$ cat src/rtl/big_core_pkg.sv
`default_nettype none
// ============================================================================
// big_core_pkg : shared types and constants for the big_core keyboard path
// Rev 1.0
// ============================================================================
package big_core_pkg;

  localparam logic [7:0] KBD_BREAK_CODE = 8'hF0;

  typedef enum logic [1:0] {
    IDLE   = 2'd0,
    DATA   = 2'd1,
    PARITY = 2'd2,
    STOP   = 2'd3
  } t_ps2_state;

  typedef struct packed {
    logic kbd_pop;
    logic kbd_scanf_en;
  } t_kbd_ctrl;

  typedef struct packed {
    logic [7:0] kbd_data;
    logic       kbd_ready;
  } t_kbd_data_rd;

endpackage
`default_nettype wire

$ cat src/rtl/big_core_kbd_fifo.sv
`default_nettype none
// ============================================================================
// big_core_kbd_fifo : scan-code FIFO with registered head and empty flag
// Rev 1.0
// ============================================================================
module big_core_kbd_fifo #(
  parameter int WIDTH = 8,
  parameter int DEPTH = 16
) (
  input  logic             clk,
  input  logic             rst,
  input  logic             push,
  input  logic [WIDTH-1:0] din,
  input  logic             pop,
  output logic [WIDTH-1:0] head,
  output logic             empty,
  output logic             full
);

  localparam int PW = $clog2(DEPTH);
  localparam logic [PW:0] FULL_CNT = (PW+1)'(DEPTH);

  logic [WIDTH-1:0] mem_q [DEPTH];
  logic [PW-1:0]    rd_ptr_q, rd_ptr_d, wr_ptr_q, wr_ptr_d;
  logic [PW:0]      count_q, count_d;
  logic [WIDTH-1:0] head_q, head_d;
  logic             empty_q, empty_d;
  logic             do_pop, do_push;

  always_comb begin
    do_pop   = pop && (count_q != '0);
    // A full FIFO still accepts a push when a real pop frees a slot this cycle.
    do_push  = push && ((count_q != FULL_CNT) || do_pop);
    rd_ptr_d = rd_ptr_q + PW'(do_pop);
    wr_ptr_d = wr_ptr_q + PW'(do_push);
    count_d  = count_q + (PW+1)'(do_push) - (PW+1)'(do_pop);
    empty_d  = (count_d == '0);
    head_d   = (do_push && (wr_ptr_q == rd_ptr_d)) ? din : mem_q[rd_ptr_d];
  end

  always_ff @(posedge clk) begin
    if (do_push) mem_q[wr_ptr_q] <= din;
  end

  always_ff @(posedge clk) begin
    if (rst) begin
      rd_ptr_q <= '0;
      wr_ptr_q <= '0;
      count_q  <= '0;
      head_q   <= '0;
      empty_q  <= 1'b1;
    end else begin
      rd_ptr_q <= rd_ptr_d;
      wr_ptr_q <= wr_ptr_d;
      count_q  <= count_d;
      head_q   <= head_d;
      empty_q  <= empty_d;
    end
  end

  assign head  = head_q;
  assign empty = empty_q;
  assign full  = (count_q == FULL_CNT);

endmodule
`default_nettype wire

$ cat src/rtl/big_core_kbd.sv
`default_nettype none
// ============================================================================
// big_core_kbd : PS/2 keyboard receiver with scan-code FIFO
// Optional break-code filter: BIG_CORE_KBD_BREAK_FILTER_EN.  Rev 1.0
// ============================================================================
module big_core_kbd
  import big_core_pkg::*;
#(
  parameter int FIFO_DEPTH = 16,
  parameter int TIMEOUT    = 100000
) (
  input  logic         Clk,
  input  logic         Rst,
  input  logic         ps2_clk,
  input  logic         ps2_data,
  input  t_kbd_ctrl    kbd_ctrl,
  output t_kbd_data_rd kbd_data_rd,
  output logic         kbd_frame_err,
  output logic         kbd_overflow
);

  localparam int TW = $clog2(TIMEOUT + 1);

  t_ps2_state  state_q, state_d;
  logic        clk_meta_q, clk_sync_q, clk_prev_q;
  logic        data_meta_q, data_sync_q;
  logic [2:0]  bit_cnt_q, bit_cnt_d;
  logic [7:0]  shift_q, shift_d;
  logic        parity_q, parity_d;
  logic [TW-1:0] tmo_q, tmo_d;
  logic        frame_err_q, frame_err_d;
  logic        overflow_q, overflow_d;
  logic        fall, tmo_hit, frame_ok, keep, push;
  logic [7:0]  fifo_head;
  logic        fifo_empty, fifo_full;

  assign fall = clk_prev_q & ~clk_sync_q;

  always_ff @(posedge Clk) begin
    if (Rst) state_q <= IDLE;
    else     state_q <= state_d;
  end

  always_comb begin
    tmo_hit = (state_q != IDLE) && !fall && (tmo_q == TW'(TIMEOUT - 1));
    tmo_d   = (fall || state_q == IDLE || tmo_hit) ? '0 : tmo_q + TW'(1);
    state_d = state_q;
    case (state_q)
      IDLE:    if (fall && !data_sync_q)           state_d = DATA;
      DATA:    if (fall && bit_cnt_q == 3'd7)      state_d = PARITY;
      PARITY:  if (fall)                           state_d = STOP;
      STOP:    if (fall)                           state_d = IDLE;
      default:                                     state_d = IDLE;
    endcase
    if (tmo_hit) state_d = IDLE;
  end

  always_comb begin
    bit_cnt_d   = bit_cnt_q;
    shift_d     = shift_q;
    parity_d    = parity_q;
    frame_ok    = 1'b0;
    frame_err_d = 1'b0;
    if (fall) begin
      case (state_q)
        IDLE: begin
          bit_cnt_d   = 3'd0;
          frame_err_d = data_sync_q;
        end
        DATA: begin
          shift_d   = {data_sync_q, shift_q[7:1]};
          bit_cnt_d = bit_cnt_q + 3'd1;
        end
        PARITY: parity_d = data_sync_q;
        STOP: begin
          frame_ok    = data_sync_q & (^shift_q ^ parity_q);
          frame_err_d = ~frame_ok;
        end
        default: ;
      endcase
    end
  end

`ifdef BIG_CORE_KBD_BREAK_FILTER_EN
  logic break_q, break_d;

  // A break prefix and the byte that follows it never reach the FIFO.
  always_comb begin
    break_d = break_q;
    keep    = 1'b0;
    if (frame_ok) begin
      if (shift_q == KBD_BREAK_CODE) break_d = 1'b1;
      else if (break_q)              break_d = 1'b0;
      else                           keep    = 1'b1;
    end
    if (tmo_hit) break_d = 1'b0;
  end

  always_ff @(posedge Clk) begin
    if (Rst) break_q <= 1'b0;
    else     break_q <= break_d;
  end
`else
  assign keep = frame_ok;
`endif

  assign push       = keep & kbd_ctrl.kbd_scanf_en;
  assign overflow_d = overflow_q | (push & fifo_full & ~kbd_ctrl.kbd_pop);

  always_ff @(posedge Clk) begin
    if (Rst) begin
      clk_meta_q  <= 1'b1;
      clk_sync_q  <= 1'b1;
      clk_prev_q  <= 1'b1;
      data_meta_q <= 1'b1;
      data_sync_q <= 1'b1;
      bit_cnt_q   <= '0;
      shift_q     <= '0;
      parity_q    <= 1'b0;
      tmo_q       <= '0;
      frame_err_q <= 1'b0;
      overflow_q  <= 1'b0;
    end else begin
      clk_meta_q  <= ps2_clk;
      clk_sync_q  <= clk_meta_q;
      clk_prev_q  <= clk_sync_q;
      data_meta_q <= ps2_data;
      data_sync_q <= data_meta_q;
      bit_cnt_q   <= bit_cnt_d;
      shift_q     <= shift_d;
      parity_q    <= parity_d;
      tmo_q       <= tmo_d;
      frame_err_q <= frame_err_d;
      overflow_q  <= overflow_d;
    end
  end

  big_core_kbd_fifo #(
    .WIDTH (8),
    .DEPTH (FIFO_DEPTH)
  ) u_fifo (
    .clk   (Clk),
    .rst   (Rst),
    .push  (push),
    .din   (shift_q),
    .pop   (kbd_ctrl.kbd_pop),
    .head  (fifo_head),
    .empty (fifo_empty),
    .full  (fifo_full)
  );

  assign kbd_data_rd   = {fifo_head, ~fifo_empty};
  assign kbd_frame_err = frame_err_q;
  assign kbd_overflow  = overflow_q;

endmodule
`default_nettype wire

$ cat config.mk
export PLATFORM = sky130hd
export DESIGN_NAME = big_core_kbd
export DESIGN_NICKNAME = d
export VERILOG_FILES = /design/src/rtl/big_core_pkg.sv /design/src/rtl/big_core_kbd_fifo.sv /design/src/rtl/big_core_kbd.sv
export SDC_FILE = /design/constraint.sdc
export NUM_CORES = 1
export LEC_CHECK = 0
export ABC_AREA = 0
export BUFFER_PORTS_ARGS = -buffer_cell sky130_fd_sc_hd__buf_2
export CORE_AREA = 10 10 196 198
export DETAILED_ROUTE_END_ITERATION = 7
export DIE_AREA = 0 0 206 208
export SLEW_MARGIN = 10
export SYNTH_ARGS = -nofsm -noshare
export SYNTH_HDL_FRONTEND = slang
export SYNTH_SLANG_ARGS = --single-unit
$ cat constraint.sdc
create_clock -name Clk -period 6.09 [get_ports Clk]
set_input_delay 0 -clock Clk [delete_from_list [all_inputs] [get_ports Clk]]
set_output_delay 0 -clock Clk [all_outputs]
set_load 0.02 [all_outputs]
# ---- Word-level counts from Yosys, hierarchy flattened
# Memory sizes are Yosys's and may differ from the RTL's. A register that Yosys moved wholly into a read port is not among the register bits.
# Index checks and enable logic that the tools add are counted.
dict set report op_classes {
  n_addsub 6
  eq_ne 11
  mux 11
  bitwise 12
  reduce_logical 24
}
# cell count
set ops {}
lappend ops {{$add A17 B1 Y17 const B} 1}
lappend ops {{$eq A17 B17 Y1 const B} 1}
lappend ops {{$add A4 B1 Y4} 2}
lappend ops {{$mux W2} 4}
lappend ops {{$pmux W2 S4} 1}
lappend ops {{$reduce_xor A8 Y1} 1}
lappend ops {{$logic_and A1 B1 Y1} 6}
lappend ops {{$ne A2 B2 Y1 const B} 3}
lappend ops {{$pmux W3 S2} 1}
lappend ops {{$reduce_and A2 Y1} 3}
lappend ops {{$reduce_or A2 Y1} 3}
lappend ops {{$add A5 B1 Y5} 1}
lappend ops {{$and A1 B1 Y1} 5}
lappend ops {{$eq A5 B5 Y1 const B} 1}
lappend ops {{$logic_not A5 Y1} 1}
lappend ops {{$ne A5 B5 Y1 const B} 1}
lappend ops {{$not A1 Y1} 5}
lappend ops {{$reduce_bool A5 Y1} 1}
lappend ops {{$sub A5 B1 Y5} 1}
lappend ops {{$eq A2 B2 Y1 const B} 2}
lappend ops {{$mux W1} 4}
lappend ops {{$reduce_and A4 Y1} 1}
lappend ops {{$reduce_bool A2 Y1} 2}
lappend ops {{$add A3 B1 Y3 const B} 1}
lappend ops {{9 further kinds} 12}
dict set report word_totals {
  reg_bits 52
  ram_bits 128
  input_bits 6
  out_inout_bits 11
  elab_cells 81
  mem_count 1
}
# memory words width rd rd_ports_with_merged_regs write_ports line_no
set memory_table {}
lappend memory_table {u_fifo.mem_q 16 8 1 1 1 big_core_kbd_fifo.sv:23} ;# logic [WIDTH-1:0] mem_q [DEPTH];

# ---- Longest topological paths before layout
dict set report logic_depth {
  word_depth 10
  ltp_mapped 17
  ltp_nobuf 15
}

# ---- Modules after synthesis
# From an unflattened synthesis, not the netlist that was laid out.
dict set report hier_totals {
  hier_cells 533
  hier_area_um2 7775.0
}
# module instances cells_each area_each_um2 seq_area_each_um2
set by_module_without_submodules {}
lappend by_module_without_submodules {big_core_kbd_fifo 1 344 6065.8 4284.1}
lappend by_module_without_submodules {big_core_kbd 1 189 1709.1 760.7}

# ---- Worst setup path after synthesis
# No wires, ideal clock.
dict set report synth_path {
  path_type {register to register}
  start {reg shift_q[2]}
  end {reg u_fifo.empty_q (netlist: u_fifo.empty)}
  setup_time_ns 0.116
  t_arrival_ns 3.004
  required_ns 5.974
  slack_ns 2.970
  path_stages_with_launch 16
  path_buffers 2
  synth_period_minus_slack_ns 3.120
  cell_sequence {dfxtp_1 > xnor2_1 > xnor3_1 > nor4_2 > buf_4 > nor2_2 > buf_6 > inv_1 > ha_1 > inv_1 > fa_1 > inv_1 > a21oi_1 > o21bai_1 > xnor2_1 > a41o_1}
}
dict set report synth_between {
  elab_chain_len 10
}
# element line_no
set synth_lines {}
lappend synth_lines {{from (decl)} big_core_kbd.sv:28} ;# logic [7:0] shift_q, shift_d;
lappend synth_lines {{from (signal assigned)} big_core_kbd.sv:130} ;# shift_q <= shift_d;
lappend synth_lines {{$reduce_xor A8 Y1} big_core_kbd.sv:76} ;# frame_ok = data_sync_q & (^shift_q ^ parity_q);
lappend synth_lines {{$xor A1 B1 Y1} big_core_kbd.sv:76}
lappend synth_lines {{$and A1 B1 Y1} big_core_kbd.sv:76}
lappend synth_lines {{$mux W1} big_core_kbd.sv:65} ;# case (state_q)
lappend synth_lines {{$mux W1} big_core_kbd.sv:64} ;# if (fall) begin
lappend synth_lines {{$and A1 B1 Y1} big_core_kbd.sv:107} ;# assign push = keep & kbd_ctrl.kbd_scanf_en;
lappend synth_lines {{$logic_and A1 B1 Y1} big_core_kbd_fifo.sv:33} ;# do_push = push && ((count_q != FULL_CNT) || do_pop);
lappend synth_lines {{$add A5 B1 Y5} big_core_kbd_fifo.sv:36} ;# count_d = count_q + (PW+1)'(do_push) - (PW+1)'(do_pop);
lappend synth_lines {{$sub A5 B1 Y5} big_core_kbd_fifo.sv:36}
lappend synth_lines {{$logic_not A5 Y1} big_core_kbd_fifo.sv:37} ;# empty_d = (count_d == '0);
lappend synth_lines {{to (signal assigned)} big_core_kbd_fifo.sv:57} ;# empty_q <= empty_d;
lappend synth_lines {{to (decl)} big_core_kbd_fifo.sv:27} ;# logic empty_q, empty_d;
# No other way between the ends.
# A chain may end at the register's enable or synchronous reset.

# ---- Worst setup path in the final report
# Same ends and word-level chain as after synthesis.

==> impl_metrics.toml <==
[worst_setup_path]
reg2reg_from = "shift_q[2]$_SDFFE_PP0P_"
cp_max_fo = 20
arrival_ps = 4440
r2r_slack_ps = 1990
cp.required_ps = 6420
cp-end-kind = "flop"
critical_path_class = "reg2reg"
r2r_end = "u_fifo.empty$_SDFF_PP1_"
reg2regPathDepth = 13
crit_path_start_kind = "flop"

[synthesis]
synth_ff_type = "edfxtp_1"
synth_mux_area_share_pct = 12.6
yosysSeqAreaShare_pct = 64.8
yosysWarnings = 0
synthCells = 519
ys_ff_latch = 188
synth-edff-count = 128
yosys.area_share.adder_pct = 2.99
synth_area_sq_mm = 0.00779
synth-simple-area-share_pct = 8.96
synthArstFlopShare_pct = 0
synth_top_area_share_pct = 49.3
syn_area_per_cell_sq_um = 15.0
synth_compound_area_share_pct = 3.66
synth_top_family_by_area = "multiplexers"
synth_fp_nets = 543
synth_cell_types = 52
synthXorXnorAreaFrac_pct = 4.37
yosys.area.top_type = "edfxtp_1"
synth_area_leaders = "edfxtp_1 (49%), dfxtp_1 (15%), mux4_2 (9.3%)"

[clocking]
cts_root_buf = "clkbuf_16"
cts_sinks = 188
cts_buffers = 17
cts_buffer_depth = 2
clk_pin_slew_ps = 70
cts_tree = "done"
clock_latency_ps = 450
post_cts_buffers = 0
cts_htree_levels = 4

[power]
p_int_mw = 2.38
power_frac_clock_pct = 32.1
switchingPower_mw = 0.967
worst_ir_drop_vdd_v = 0.000146
power_leakage_nw = 3.05
swShare_pct = 28.9
pwr-share-seq_pct = 42.3
powerDensity_mw_per_mm2 = 370
power_frac_comb_pct = 25.7
power_mw = 3.35

[global_routing]
overflow = 0
grt_pass1_wl_mm = 25.3
first_global_vias = 4366
track_usage_pct = 7.61
grt_max_degree = 44
antenna_found_initial = 1

[place]
dp_hpwl_mm = 10.4
pre_cts_ws_ps = 1990
numPortBuffers = 16
gp_congestion = 0.743
place_area_sq_mm = 0.00841

[timing]
hold_viol = 0
tightest_slew_ps = 970
period_minus_slack_ps = 4100
rsz0062_at_grt = "no"
achievable-frequency_ghz = 0.244
setup_violations = 0
fin_crit_sh_pct = 67.4
tns_ps = 0
relSlewSlack_pct = 34.8
fin_skew_ps = 24.6
slew_violations = 0
finalWorstSetupSlack_ps = 1990

[die]
row_count = 68
io_pins = 17
die_h_um = 208
start_util_pct = 22.7
core_area_sq_mm = 0.0344
die_area_sq_mm = 0.0428
fp.dieW_um = 206

[drt]
vias = 4177
dr.pass1.iters = 4
drt-initial-drc-count = 225
via_per_inst = 4.13
remaining_drc_errors = 0
wire_per_inst_um = 15.6
final_antenna_net_count = 0
totalWireLength_mm = 15.8

[outcome]
status = "completed"

[hold_path]
holdCritStartpoint = "Rst"
hold_depth = 3
min_to = "bit_cnt_q[2]$_SDFFE_PP0P_"
hold_path_class = "in2reg"

[final_layout]
final_cell_mix = "edfxtp_1 (128), dfxtp_1 (60), nor2_1 (42)"
final_common_cell = "edfxtp_1"
nets = 567
syn2layout_area_growth_pct = 16.0
final_area_sq_mm = 0.00903
drive_gt1_share_pct = 21.4
fin_util_pct = 26.3
antennaDiodeCount = 0

[run]
max-cap-violations = 0
[cell usage after synthesis (3+ instances only)]
| cell | instances |
|---|---|
| nand4_1 | 3 |
| nor4_1 | 5 |
| mux2i_1 | 17 |
| mux2_2 | 8 |
| nor3_1 | 8 |
| o2111ai_1 | 8 |
| o21a_1 | 3 |
| nor2b_1 | 11 |
| inv_1 | 15 |
| or2_2 | 6 |
| dfxtp_1 | 60 |
| ha_1 | 17 |
| or4_1 | 3 |
| nand3_1 | 9 |
| o31ai_1 | 8 |
| nand2_1 | 30 |
| a21oi_1 | 14 |
| and3_1 | 3 |
| edfxtp_1 | 128 |
| nand2b_1 | 4 |
| xor2_1 | 10 |
| clkbuf_1 | 14 |
| nor2_1 | 42 |
| mux4_2 | 32 |
| xnor2_1 | 20 |
| buf_2 | 7 |
[how the worst max path moves through the flow]
stage / from / to / slack (ps) / depth (start not counted)
detailed placement: shift_q[2]$_SDFFE_PP0P_ / u_fifo.mem_q[0][0]$_DFFE_PP_ / 1990 / 5
CTS: shift_q[2]$_SDFFE_PP0P_ / u_fifo.mem_q[0][5]$_DFFE_PP_ / 1980 / 5
global placement: shift_q[2]$_SDFFE_PP0P_ / u_fifo.mem_q[0][7]$_DFFE_PP_ / 2160 / 5
floorplan: shift_q[2]$_SDFFE_PP0P_ / u_fifo.empty$_SDFF_PP1_ / 2970 / 15
finish: shift_q[2]$_SDFFE_PP0P_ / u_fifo.empty$_SDFF_PP1_ / 1990 / 13
global route: shift_q[5]$_SDFFE_PP0P_ / u_fifo.empty$_SDFF_PP1_ / 1720 / 13
[layer usage]
layer / share of wire [%] / up-vias / track usage (%) / wire length [um]
li1: - / 1995 / - / -
met1: 45 / 2105 / 9.58 / 7030
met2: 51 / 63 / 12.4 / 7960
met3: 3.7 / 12 / 1.68 / 583
met4: 1.1 / 2 / 2.86 / 174
met5: 0.044 / - / 0 / 7
[area by class of cell]
class | instances | area [sq um]
clock buffers | 17 | 425
clock inverters | 15 | 151
fillers | 3551 | 25300
inverters | 16 | 60.1
multi-input cells | 288 | 2580
flip-flops and latches | 188 | 5040
well taps | 455 | 569
repair buffers | 32 | 208
[per-stage QoR]
step / hold WS, ps / cells
global route: 124 / 1011
finish: 96.2 / 1011
floorplan: 104 / 519
CTS: 101 / 1011
detailed placement: 188 / 976
global placement: 191 / 976
[cell families (layout without fill, tap and decap cells)]
logic type,count (synthesis),in the layout
DFF,188,188
xor gates and xnor gates,34,34
AOI/OAI and AO/OA,42,42
buffers and inverters,43,80
muxes,57,57
adders and majority gates,18,18
and+or+nand+nor,137,137
[registers in the layout, indices dropped and copies added, names as in the netlist, 2 cells and up]
name / cells
state_q: 2
u_fifo.wr_ptr_q: 4
u_fifo.mem_q: 128
tmo_q: 17
bit_cnt_q: 3
u_fifo.head: 8
u_fifo.count_q: 5
u_fifo.rd_ptr_q: 4
shift_q: 8
[power groups by stage]
stage / Clock, mW / Combinational (mW) / Sequential, mW
2_1_floorplan: 0 / 0.670 / 1.46
3_3_place_gp: 0 / 0.874 / 1.45
3_5_place_dp: 0 / 0.878 / 1.45
4_1_cts: 1.10 / 0.884 / 1.42
5_1_grt: 1.16 / 0.946 / 1.42
6_report: 1.07 / 0.859 / 1.41
[worst max-delay path, stage by stage (launching register included)]
cell and delay (ps):
dfxtp_1 750, xnor2_1 200, xnor3_1 470, nor4_2 820
nor2_2 290, inv_1 190, ha_1 180, inv_1 60
fa_1 390, inv_1 70, a21oi_1 50, o21bai_1 160
xnor2_1 100, a41o_1 250
[timing repair]
item                                   4_1_cts  5_1_grt
gates resized for setup                      0        0
hold buffers                                 3        0
endpoints found under the hold margin        3        0
Note: power is estimated with default switching activity, not from simulation.
